===== src/rtl/axi4_lite_slv_reg_file_pkg.sv =====
// axi4_lite_slv_reg_file_pkg: shared response encodings and address decode helper
//   RESP_OKAY / RESP_SLVERR : AXI response codes
//   addr_lsb()              : byte-offset bits below the register index for a data width
package axi4_lite_slv_reg_file_pkg;

    localparam logic [1:0] RESP_OKAY   = 2'b00;
    localparam logic [1:0] RESP_SLVERR = 2'b10;

    function automatic int addr_lsb(input int data_bit_width);
        return $clog2(data_bit_width / 8);
    endfunction

endpackage


===== src/rtl/axi4_lite_strb_merge.sv =====
// axi4_lite_strb_merge: combinational byte-strobe merge
//   old_word : current register contents
//   new_word : incoming write data
//   strb     : per-byte enables, 1 selects the new byte
//   merged   : resulting word
module axi4_lite_strb_merge #(
    parameter int DATA_BIT_WIDTH = 32
) (
    input  logic [DATA_BIT_WIDTH-1:0]   old_word,
    input  logic [DATA_BIT_WIDTH-1:0]   new_word,
    input  logic [DATA_BIT_WIDTH/8-1:0] strb,
    output logic [DATA_BIT_WIDTH-1:0]   merged
);

    for (genvar b = 0; b < DATA_BIT_WIDTH / 8; b++) begin : g_byte
        assign merged[b*8 +: 8] = strb[b] ? new_word[b*8 +: 8] : old_word[b*8 +: 8];
    end

endmodule


===== src/rtl/axi4_lite_slv_reg_file.sv =====
// axi4_lite_slv_reg_file: AXI4-Lite slave with NUM_REGS read/write control registers
//   clk, sync_rst              : clock and synchronous active-high reset
//   aw*/w*/b*                  : AXI4-Lite write address, data and response channels
//   ar*/r*                     : AXI4-Lite read address and data channels
//   reg_out                    : flat register contents, reg i at [i*DATA_BIT_WIDTH +: DATA_BIT_WIDTH]
//   Define AXI4_LITE_SLV_REG_FILE_ADDR_ERR_RESP_EN to answer out-of-range accesses with SLVERR.
module axi4_lite_slv_reg_file
    import axi4_lite_slv_reg_file_pkg::*;
#(
    parameter int ADDR_BIT_WIDTH = 32,
    parameter int DATA_BIT_WIDTH = 32,
    parameter int NUM_REGS       = 4
) (
    input  logic                               clk,
    input  logic                               sync_rst,
    input  logic [ADDR_BIT_WIDTH-1:0]          awaddr,
    input  logic [2:0]                         awprot,
    input  logic                               awvalid,
    output logic                               awready,
    input  logic [DATA_BIT_WIDTH-1:0]          wdata,
    input  logic [DATA_BIT_WIDTH/8-1:0]        wstrb,
    input  logic                               wvalid,
    output logic                               wready,
    output logic [1:0]                         bresp,
    output logic                               bvalid,
    input  logic                               bready,
    input  logic [ADDR_BIT_WIDTH-1:0]          araddr,
    input  logic [2:0]                         arprot,
    input  logic                               arvalid,
    output logic                               arready,
    output logic [DATA_BIT_WIDTH-1:0]          rdata,
    output logic [1:0]                         rresp,
    output logic                               rvalid,
    input  logic                               rready,
    output logic [NUM_REGS*DATA_BIT_WIDTH-1:0] reg_out
);

    localparam int ADDR_LSB = addr_lsb(DATA_BIT_WIDTH);
    localparam logic [ADDR_BIT_WIDTH-1:0] NUM_REGS_A = ADDR_BIT_WIDTH'(NUM_REGS);
`ifdef AXI4_LITE_SLV_REG_FILE_ADDR_ERR_RESP_EN
    localparam logic [1:0] OOR_RESP = RESP_SLVERR;
`else
    localparam logic [1:0] OOR_RESP = RESP_OKAY;
`endif

    logic                        aw_held, w_held;
    logic [ADDR_BIT_WIDTH-1:0]   aw_addr_q;
    logic [DATA_BIT_WIDTH-1:0]   w_data_q;
    logic [DATA_BIT_WIDTH/8-1:0] w_strb_q;
    logic [DATA_BIT_WIDTH-1:0]   regs   [NUM_REGS];
    logic [DATA_BIT_WIDTH-1:0]   merged [NUM_REGS];
    logic                        aw_hs, w_hs, ar_hs, commit;
    logic [ADDR_BIT_WIDTH-1:0]   w_idx, r_idx;
    logic [DATA_BIT_WIDTH-1:0]   w_word, rd_word;
    logic [DATA_BIT_WIDTH/8-1:0] w_strb;
    logic                        w_in_range, r_in_range;
    logic                        unused;

    assign unused  = ^{awprot, arprot};
    assign awready = !aw_held && !bvalid && !sync_rst;
    assign wready  = !w_held && !bvalid && !sync_rst;
    assign arready = !rvalid && !sync_rst;
    assign aw_hs   = awvalid && awready;
    assign w_hs    = wvalid && wready;
    assign ar_hs   = arvalid && arready;

    // A held beat takes precedence over the live bus so a half-arrived write completes with its own fields
    assign commit     = (aw_held || aw_hs) && (w_held || w_hs);
    assign w_idx      = (aw_held ? aw_addr_q : awaddr) >> ADDR_LSB;
    assign w_word     = w_held ? w_data_q : wdata;
    assign w_strb     = w_held ? w_strb_q : wstrb;
    assign w_in_range = w_idx < NUM_REGS_A;
    assign r_idx      = araddr >> ADDR_LSB;
    assign r_in_range = r_idx < NUM_REGS_A;

    for (genvar g = 0; g < NUM_REGS; g++) begin : g_reg
        axi4_lite_strb_merge #(.DATA_BIT_WIDTH(DATA_BIT_WIDTH)) u_merge (
            .old_word(regs[g]),
            .new_word(w_word),
            .strb    (w_strb),
            .merged  (merged[g])
        );
        assign reg_out[g*DATA_BIT_WIDTH +: DATA_BIT_WIDTH] = regs[g];
    end

    // Out-of-range indices match no register and read back as zero
    always_comb begin
        rd_word = '0;
        for (int i = 0; i < NUM_REGS; i++)
            if (r_idx == ADDR_BIT_WIDTH'(i)) rd_word = regs[i];
    end

    always_ff @(posedge clk) begin
        for (int i = 0; i < NUM_REGS; i++)
            if (sync_rst) regs[i] <= '0;
            else if (commit && w_idx == ADDR_BIT_WIDTH'(i)) regs[i] <= merged[i];
    end

    always_ff @(posedge clk) begin
        if (sync_rst) begin
            aw_held   <= 1'b0;
            w_held    <= 1'b0;
            aw_addr_q <= '0;
            w_data_q  <= '0;
            w_strb_q  <= '0;
            bvalid    <= 1'b0;
            bresp     <= RESP_OKAY;
        end else begin
            if (bvalid && bready) bvalid <= 1'b0;
            if (commit) begin
                aw_held <= 1'b0;
                w_held  <= 1'b0;
                bvalid  <= 1'b1;
                bresp   <= w_in_range ? RESP_OKAY : OOR_RESP;
            end else begin
                if (aw_hs) begin
                    aw_held   <= 1'b1;
                    aw_addr_q <= awaddr;
                end
                if (w_hs) begin
                    w_held   <= 1'b1;
                    w_data_q <= wdata;
                    w_strb_q <= wstrb;
                end
            end
        end
    end

    always_ff @(posedge clk) begin
        if (sync_rst) begin
            rvalid <= 1'b0;
            rdata  <= '0;
            rresp  <= RESP_OKAY;
        end else if (ar_hs) begin
            rvalid <= 1'b1;
            rdata  <= rd_word;
            rresp  <= r_in_range ? RESP_OKAY : OOR_RESP;
        end else if (rvalid && rready) begin
            rvalid <= 1'b0;
        end
    end

endmodule


===== config.mk =====
export PLATFORM = sky130hd
export DESIGN_NAME = axi4_lite_slv_reg_file
export DESIGN_NICKNAME = d
export VERILOG_FILES = /design/src/rtl/axi4_lite_slv_reg_file_pkg.sv /design/src/rtl/axi4_lite_strb_merge.sv /design/src/rtl/axi4_lite_slv_reg_file.sv
export SDC_FILE = /design/constraint.sdc
export NUM_CORES = 1
export LEC_CHECK = 0
export ABC_AREA = 0
export CELL_PAD_IN_SITES_DETAIL_PLACEMENT = 1
export CELL_PAD_IN_SITES_GLOBAL_PLACEMENT = 2
export CORE_AREA = 2 2 208 189
export DETAILED_ROUTE_END_ITERATION = 12
export DIE_AREA = 0 0 210 191
export PLACE_DENSITY_LB_ADDON = 0.25
export SKIP_CTS_REPAIR_TIMING = 1
export SLEW_MARGIN = 20
export SYNTH_ARGS = -nofsm -noshare
export SYNTH_HDL_FRONTEND = slang
export SYNTH_SLANG_ARGS = --single-unit
export TNS_END_PERCENT = 10

===== constraint.sdc =====
create_clock -name clk -period 3.1 [get_ports clk]
set_input_delay 0.62 -clock clk [delete_from_list [all_inputs] [get_ports clk]]
set_output_delay 0.62 -clock clk [all_outputs]
set_load 0.03 [all_outputs]

==> reports/summary.txt, run 1 <==
Slew of the pin with the lowest slew margin: 0.741 ns
TritonCTS buffer count: 28
First-pass GRT wire length: 55400 um
Peak Freq: 0.367 GHz
GRT Residual Overflow: 0
Root Buffer: clkbuf_16
Final Hold Fails: 0
Final net count: 1322
HP Class: flip-flop to flip-flop
Power density over the cells: 516 nW/um2
Pleak: 5.04 nW
Die X: 210 um
Synthesized area per cell: 10.8 um2
Final Setup Violations: 0
Clock latency on the worst-skew pair: 0.55 ns
PortBufs: 267
Kind of start point of the critical path: flip-flop
IO Pins: 282
R2r setup slk: 0.57 ns
Layout cells sized above 1: 13.4%
Vias in the first global route: 8893
Drt wl/cell: 21.4 um
Post-synth cell types: 42
Crit Path Class: flip-flop to output pin
Ys Warns: 0
CTS sink count: 230
Reg2reg path depth: 6
Max Cap Violations: 0
Clock Tree Buf Depth: 3
Vias/cell: 5.10
End of the worst register-to-register path: regs[3][26]$_SDFFCE_PN0P_
Worst Setup EP: awready
Min Tclk post-route: 2.72 ns
Reg area: 5890 um2
H-tree levels: 1
Req. time, crit path: 2.48 ns
CP endpoint kind: output pin
Routed Antenna Nets: 0
Number of synthesized flops with an enable pin: 128
FILL cells: 4121
Status: complete, no violations
Async set-reset flop share out of synthesis: 0%
Detailed Place HPWL: 27400 um
RSZ-0062 raised after global routing: no
Initial Util: 26.7%
Initial antenna violation count: 5
CP startpoint: aw_held$_SDFFE_PP0P_
Drt drc: 0
Reg clk slew, reported paths: 0.05 ns
Relative max-transition margin: 49.2%
Hold path start: aw_addr_q[4]$_SDFFE_PP0P_
Worst vdd ir: 0.401 mV
CP Max Fanout: 9
GPL Wtd Cong: 0.777
Multi-input logic area: 3920 um2
Via count: 8801
Core area: 38000 um2
Row count: 68
Pre-antenna DRT Iters: 5
Largest net degree at the start of global routing: 43
WP data arrival: 2.10 ns
Initial DRC Count: 432
Final wirelength: 36800 um
Area grow syn2layout: 44.0%
Die H: 191 um
Cell area after synthesis: 10100 um2
Setup_tns: 0 ns
Ys flop type: edfxtp_1
Clk_skew: 0.0237 ns
Total track usage: 17.8%
TritonCTS clock tree: built
Period utilisation layout: 87.9%
Die area: 40100 um2
Final number of max-transition violations: 0
Seq/Total Area, Yosys: 58.0%
Reg-to-reg startpoint: aw_held$_SDFFE_PP0P_
Cells after Synth: 943
Synthesized flop and latch total: 230
Hold_ws: 0.451 ns
## worst min-delay path by stage
stage               cells after the start  slack [ns]                          to
finish                                  2        0.45   aw_addr_q[4]$_SDFFE_PP0P_
global route                            2        0.47  aw_addr_q[10]$_SDFFE_PP0P_
CTS                                     2        0.45   aw_addr_q[6]$_SDFFE_PP0P_
detailed placement                      2        0.45   w_data_q[18]$_SDFFE_PP0P_
global placement                        2        0.44    w_strb_q[2]$_SDFFE_PP0P_
floorplan                               2        0.43   aw_addr_q[7]$_SDFFE_PP0P_
## metal layers
layer	wire, um	vias up	global-route usage [%]
met3	2280	51	3.78
met4	964	6	4.88
met5	41	-	0
li1	-	4162	-
met1	18100	4319	26.0
met2	15500	263	26.6
## logic make-up (layout without fill, tap and decap cells)
group / count (synthesis) / count (layout) / share of synthesized area (%)
compound gates: 189 / 189 / 13.0
buf+inv: 112 / 397 / 4.62
flops: 230 / 230 / 58.0
mux: 68 / 68 / 7.15
other cells: 1 / 7 / 0.0370
simple gates: 343 / 343 / 17.2
## cell usage after synthesis (all sizes together) (2+ instances only)
master	number	share of area, %
nand3	2	0.099
nor3	5	0.25
buf	20	1.2
a21oi	67	3.3
nand4	3	0.19
dfxtp	102	20
nor4	147	9.1
o41ai	16	1.4
mux2	36	4.0
nor2	5	0.19
and3b	2	0.17
edfxtp	128	38
clkbuf	84	3.1
o22ai	32	2.0
o31ai	32	2.4
mux2i	32	3.2
inv	8	0.30
or4	2	0.15
o211a	32	3.2
nand3b	2	0.15
nand2b	3	0.19
nand2	166	6.1
## cell usage in the layout (no fill, tap or decap), types with 11 or more instances in the layout
| cell | Yosys | layout |
|---|---|---|
| mux2i_1 | 32 | 32 |
| o22ai_1 | 32 | 32 |
| clkbuf_16 | 0 | 29 |
| nor4_1 | 147 | 147 |
| buf_4 | 4 | 65 |
| clkdlybuf4s50_1 | 0 | 265 |
| mux2_2 | 36 | 36 |
| o31ai_1 | 32 | 32 |
| clkbuf_1 | 84 | 11 |
| a21oi_1 | 67 | 66 |
| o211a_1 | 32 | 32 |
| nand2_1 | 166 | 166 |
| dfxtp_1 | 102 | 101 |
| edfxtp_1 | 128 | 128 |
## power breakdown
group	total [mW]	switching (mW)	leakage [nW]	internal, mW
Clock	3.18	1.29	0.439	1.89
Sequential	3.37	0.0677	2.15	3.30
Combinational	0.983	0.590	2.45	0.393
Total	7.54	1.95	5.04	5.58
## flip-flops by register name, indices dropped and copies added (netlist names)
signal	flops
regs	128
rdata	32
w_data_q	32
aw_addr_q	30
w_strb_q	4
aw_held	1
bvalid	1
rvalid	1
w_held	1
## metrics by stage
stage	setup slack, ns	utilization (%)	instance area, um2	instances	total power, mW
2_1_floorplan	-0.0717	-	10200	946	3.90
3_3_place_gp	-0.0587	36.0	13700	1669	4.42
3_5_place_dp	-0.0118	36.0	13700	1669	4.42
4_1_cts	0.332	38.4	14600	1721	7.64
5_1_grt	0.288	38.4	14600	1721	7.82
6_report	0.376	38.4	14600	1724	7.54
## critical path, cell delays in order, from the launching register on
cell and delay (ns):
dfxtp_1 0.43, buf_4 0.23, nor3_1 0.20, clkdlybuf4s50_1 0.71
## layout make-up
cell class | instances | share of cell area [%]
clock buffers | 47 | 5.91
clock inverters | 5 | 0.266
multi-input cells | 604 | 26.8
repair buffers | 337 | 22.3
inverters | 8 | 0.206
diodes | 3 | 0.0514
well taps | 490 | 4.20
flip-flops and latches | 230 | 40.3
(Power assumes the default switching activity.)
==> run 2: changes to the inputs <==
CELL_PAD_IN_SITES_DETAIL_PLACEMENT = default   (was 1)
CELL_PAD_IN_SITES_GLOBAL_PLACEMENT = default   (was 2)
CORE_AREA = 2 2 164 150   (was 2 2 208 189)
DIE_AREA = 0 0 166 152   (was 0 0 210 191)
==> run 2 against run 1 <==
  * Power fell by 0.15%
  * Combinational power fell by 5.3%
  * Global-route usage rose by 6.2 points
  * Critical path depth fell by 1
  * Via count rose by 0.23%
  * Routed wire length fell by 15%
  * Critical path type unchanged
  * Sequential share of layout area rose by 0.96 points
  * Core utilization rose by 22 points
==> reports/summary.txt, run 2 (synthesis results as in run 1) <==
Status: complete, no violations
Clock latency on the worst-skew pair: 0.52 ns (-0.03 ns)
Reg clk slew, reported paths: 0.06 ns (about the same)
Hold_ws: 0.384 ns (-0.0673 ns)
Initial antenna violation count: 1 (-4)
Period utilisation layout: 86.4% (-1.5 points)
Slew of the pin with the lowest slew margin: 0.840 ns (+0.0986 ns)
Min Tclk post-route: 2.68 ns (-0.0464 ns)
Vias in the first global route: 8406 (-5.5%)
PortBufs: 267 (unchanged)
Power density over the cells: 527 nW/um2 (+2.2%)
Hold Path Depth: 2 (unchanged)
Sw Share: 24.7% (-1.2 points)
TritonCTS buffer count: 25 (-11%)
Final Setup Violations: 0 (unchanged)
Crit Path Class: flip-flop to output pin
Most common cell after layout, fill and taps aside: clkdlybuf4s50_1
WP data arrival: 2.06 ns (-0.04 ns)
Die area: 25200 um2 (-37%)
GPL Wtd Cong: 0.827 (+6.4%)
Hold endpoint: w_held$_SDFFE_PP0P_
Drt drc: 0 (unchanged)
Reg2reg path depth: 6 (unchanged)
Total track usage: 24.0% (+6.2 points)
Row count: 54 (-21%)
Core area: 23700 um2 (-38%)
End of the worst register-to-register path: regs[3][25]$_SDFFCE_PN0P_
TritonCTS clock tree: built
CP endpoint kind: output pin
Vias/cell: 5.78 (+13%)
Final core occ: 60.2% (+22 points)
Max FFs per register: 128 (unchanged)
Die H: 152 um (-20%)
Largest regs: regs: 128 flops, rdata: 32 flops, w_data_q: 32 flops
Max Cap Violations: 0 (unchanged)
Reg-to-reg startpoint: aw_held$_SDFFE_PP0P_
Routed Antenna Nets: 0 (unchanged)
Cell area after placement: 13400 um2 (-2.5%)
Pleak: 4.97 nW (-1.3%)
CP Max Fanout: 18 (+9)
H-tree levels: 1 (unchanged)
First-pass GRT wire length: 48700 um (-12%)
Most frequent cells in the layout: clkdlybuf4s50_1, nand2_1, nor4_1
Logic pwr share: 12.4% (-0.6 points)
Root Buffer: clkbuf_16
Final net count: 1310 (-0.91%)
Initial Util: 42.8% (+16 points)
Clock Tree Buf Depth: 3 (unchanged)
Clk_skew: 0.00749 ns (-0.0162 ns)
Final Hold Fails: 0 (unchanged)
Area grow syn2layout: 40.6%
CTS sink count: 230 (unchanged)
Final number of max-transition violations: 0 (unchanged)
Die X: 166 um (-21%)
IO Pins: 282 (unchanged)
Layout cells sized above 1: 13.0% (-0.41 points)
Worst vdd ir: 0.281 mV (-30%)
Kind of start point of the critical path: flip-flop
Initial DRC Count: 870 (+100%)
Req. time, crit path: 2.48 ns (about the same)
R2r setup slk: 0.62 ns (+0.05 ns)
Pint: 5.67 mW (+1.5%)
GRT Residual Overflow: 0 (unchanged)
Net Switching: 1.86 mW (-4.9%)
Drt wl/cell: 20.5 um (-3.9%)
Part of the power in registers: 44.8% (about the same)
Clock power frac: 42.8% (+0.6 points)
Peak Freq: 0.373 GHz (+1.7%)
Pre-antenna DRT Iters: 5 (unchanged)
Final wirelength: 31300 um (-15%)
Hold path start: sync_rst
HP Class: primary input to flip-flop
Relative max-transition margin: 43.9% (-5.2 points)
Reg with most FFs: regs
Final instance area: 14300 um2 (-2.3%)
Largest net degree at the start of global routing: 44 (+2.3%)
Detailed Place HPWL: 22800 um (-17%)
RSZ-0062 raised after global routing: no
Via count: 8821 (+0.23%)
## run 2: changes by cell type in the layout (fill, tap and decap cells not counted)
cell             previous run  this run
buf_12                      5         1
inv_6                       0         1
clkdlybuf4s50_1           265       266
bufinv_16                   0         4
clkinvlp_2                  0         2
diode_2                     3         1
clkinv_8                    1         0
clkinvlp_4                  1         4
buf_2                       2         1
buf_4                      65        60
clkbuf_8                    7         3
clkbuf_1                   11         2
clkbuf_16                  29        27
## run 2: worst max path at each step
stage,from,end,slack (ns),depth (start not counted)
4_1_cts,w_held$_SDFFE_PP0P_,wready,0.42,2
6_report,w_held$_SDFFE_PP0P_,wready,0.42,2
2_1_floorplan,awaddr[4],regs[2][0]$_SDFFCE_PN0P_,-0.07,5
5_1_grt,w_held$_SDFFE_PP0P_,wready,0.35,2
3_5_place_dp,awaddr[4],regs[1][24]$_SDFFCE_PN0P_,-0.01,8
3_3_place_gp,awaddr[4],regs[3][26]$_SDFFCE_PN0P_,0.0002,8
## run 2: final cells by class
| type | count | area, um2 |
|---|---|---|
| fillers | 1984 | 9450 |
| flip-flops and latches | 230 | 5890 |
| multi-input cells | 604 | 3920 |
| repair buffers | 328 | 3140 |
| clock buffers | 32 | 724 |
| well taps | 308 | 385 |
| clock inverters | 14 | 184 |
| inverters | 8 | 30.0 |
| diodes | 1 | 2.50 |
## run 2: worst max-delay path, cell delays in order (launching register included)
cell and delay (ns):
dfxtp_2 0.48, nor3_1 0.33, clkdlybuf4s50_1 0.73
## run 2: power groups by stage
stage	sequential (mW)	clock, mW	combinational [mW]
floorplan	3.54	0	0.360
global placement	3.44	0	0.915
detailed placement	3.44	0	0.925
CTS	3.37	3.25	0.929
global route	3.38	3.38	0.986
finish	3.37	3.22	0.931
## run 2: routing by layer
layer	vias up	track usage, %	part of all wire, %
met5	-	0	0
met4	0	5.38	1.9
met3	46	6.72	10
met2	405	36.3	44
met1	4240	34.6	44
li1	4130	-	-
## run 2: through the flow
step	TNS, ns	setup WS [ns]	std cells	power [mW]
finish	0	0.423	1525	7.52
global route	0	0.352	1524	7.75
floorplan	-7.70	-0.0717	946	3.90
CTS	0	0.419	1524	7.55
global placement	0	0.000198	1478	4.35
detailed placement	-0.0971	-0.0121	1478	4.37
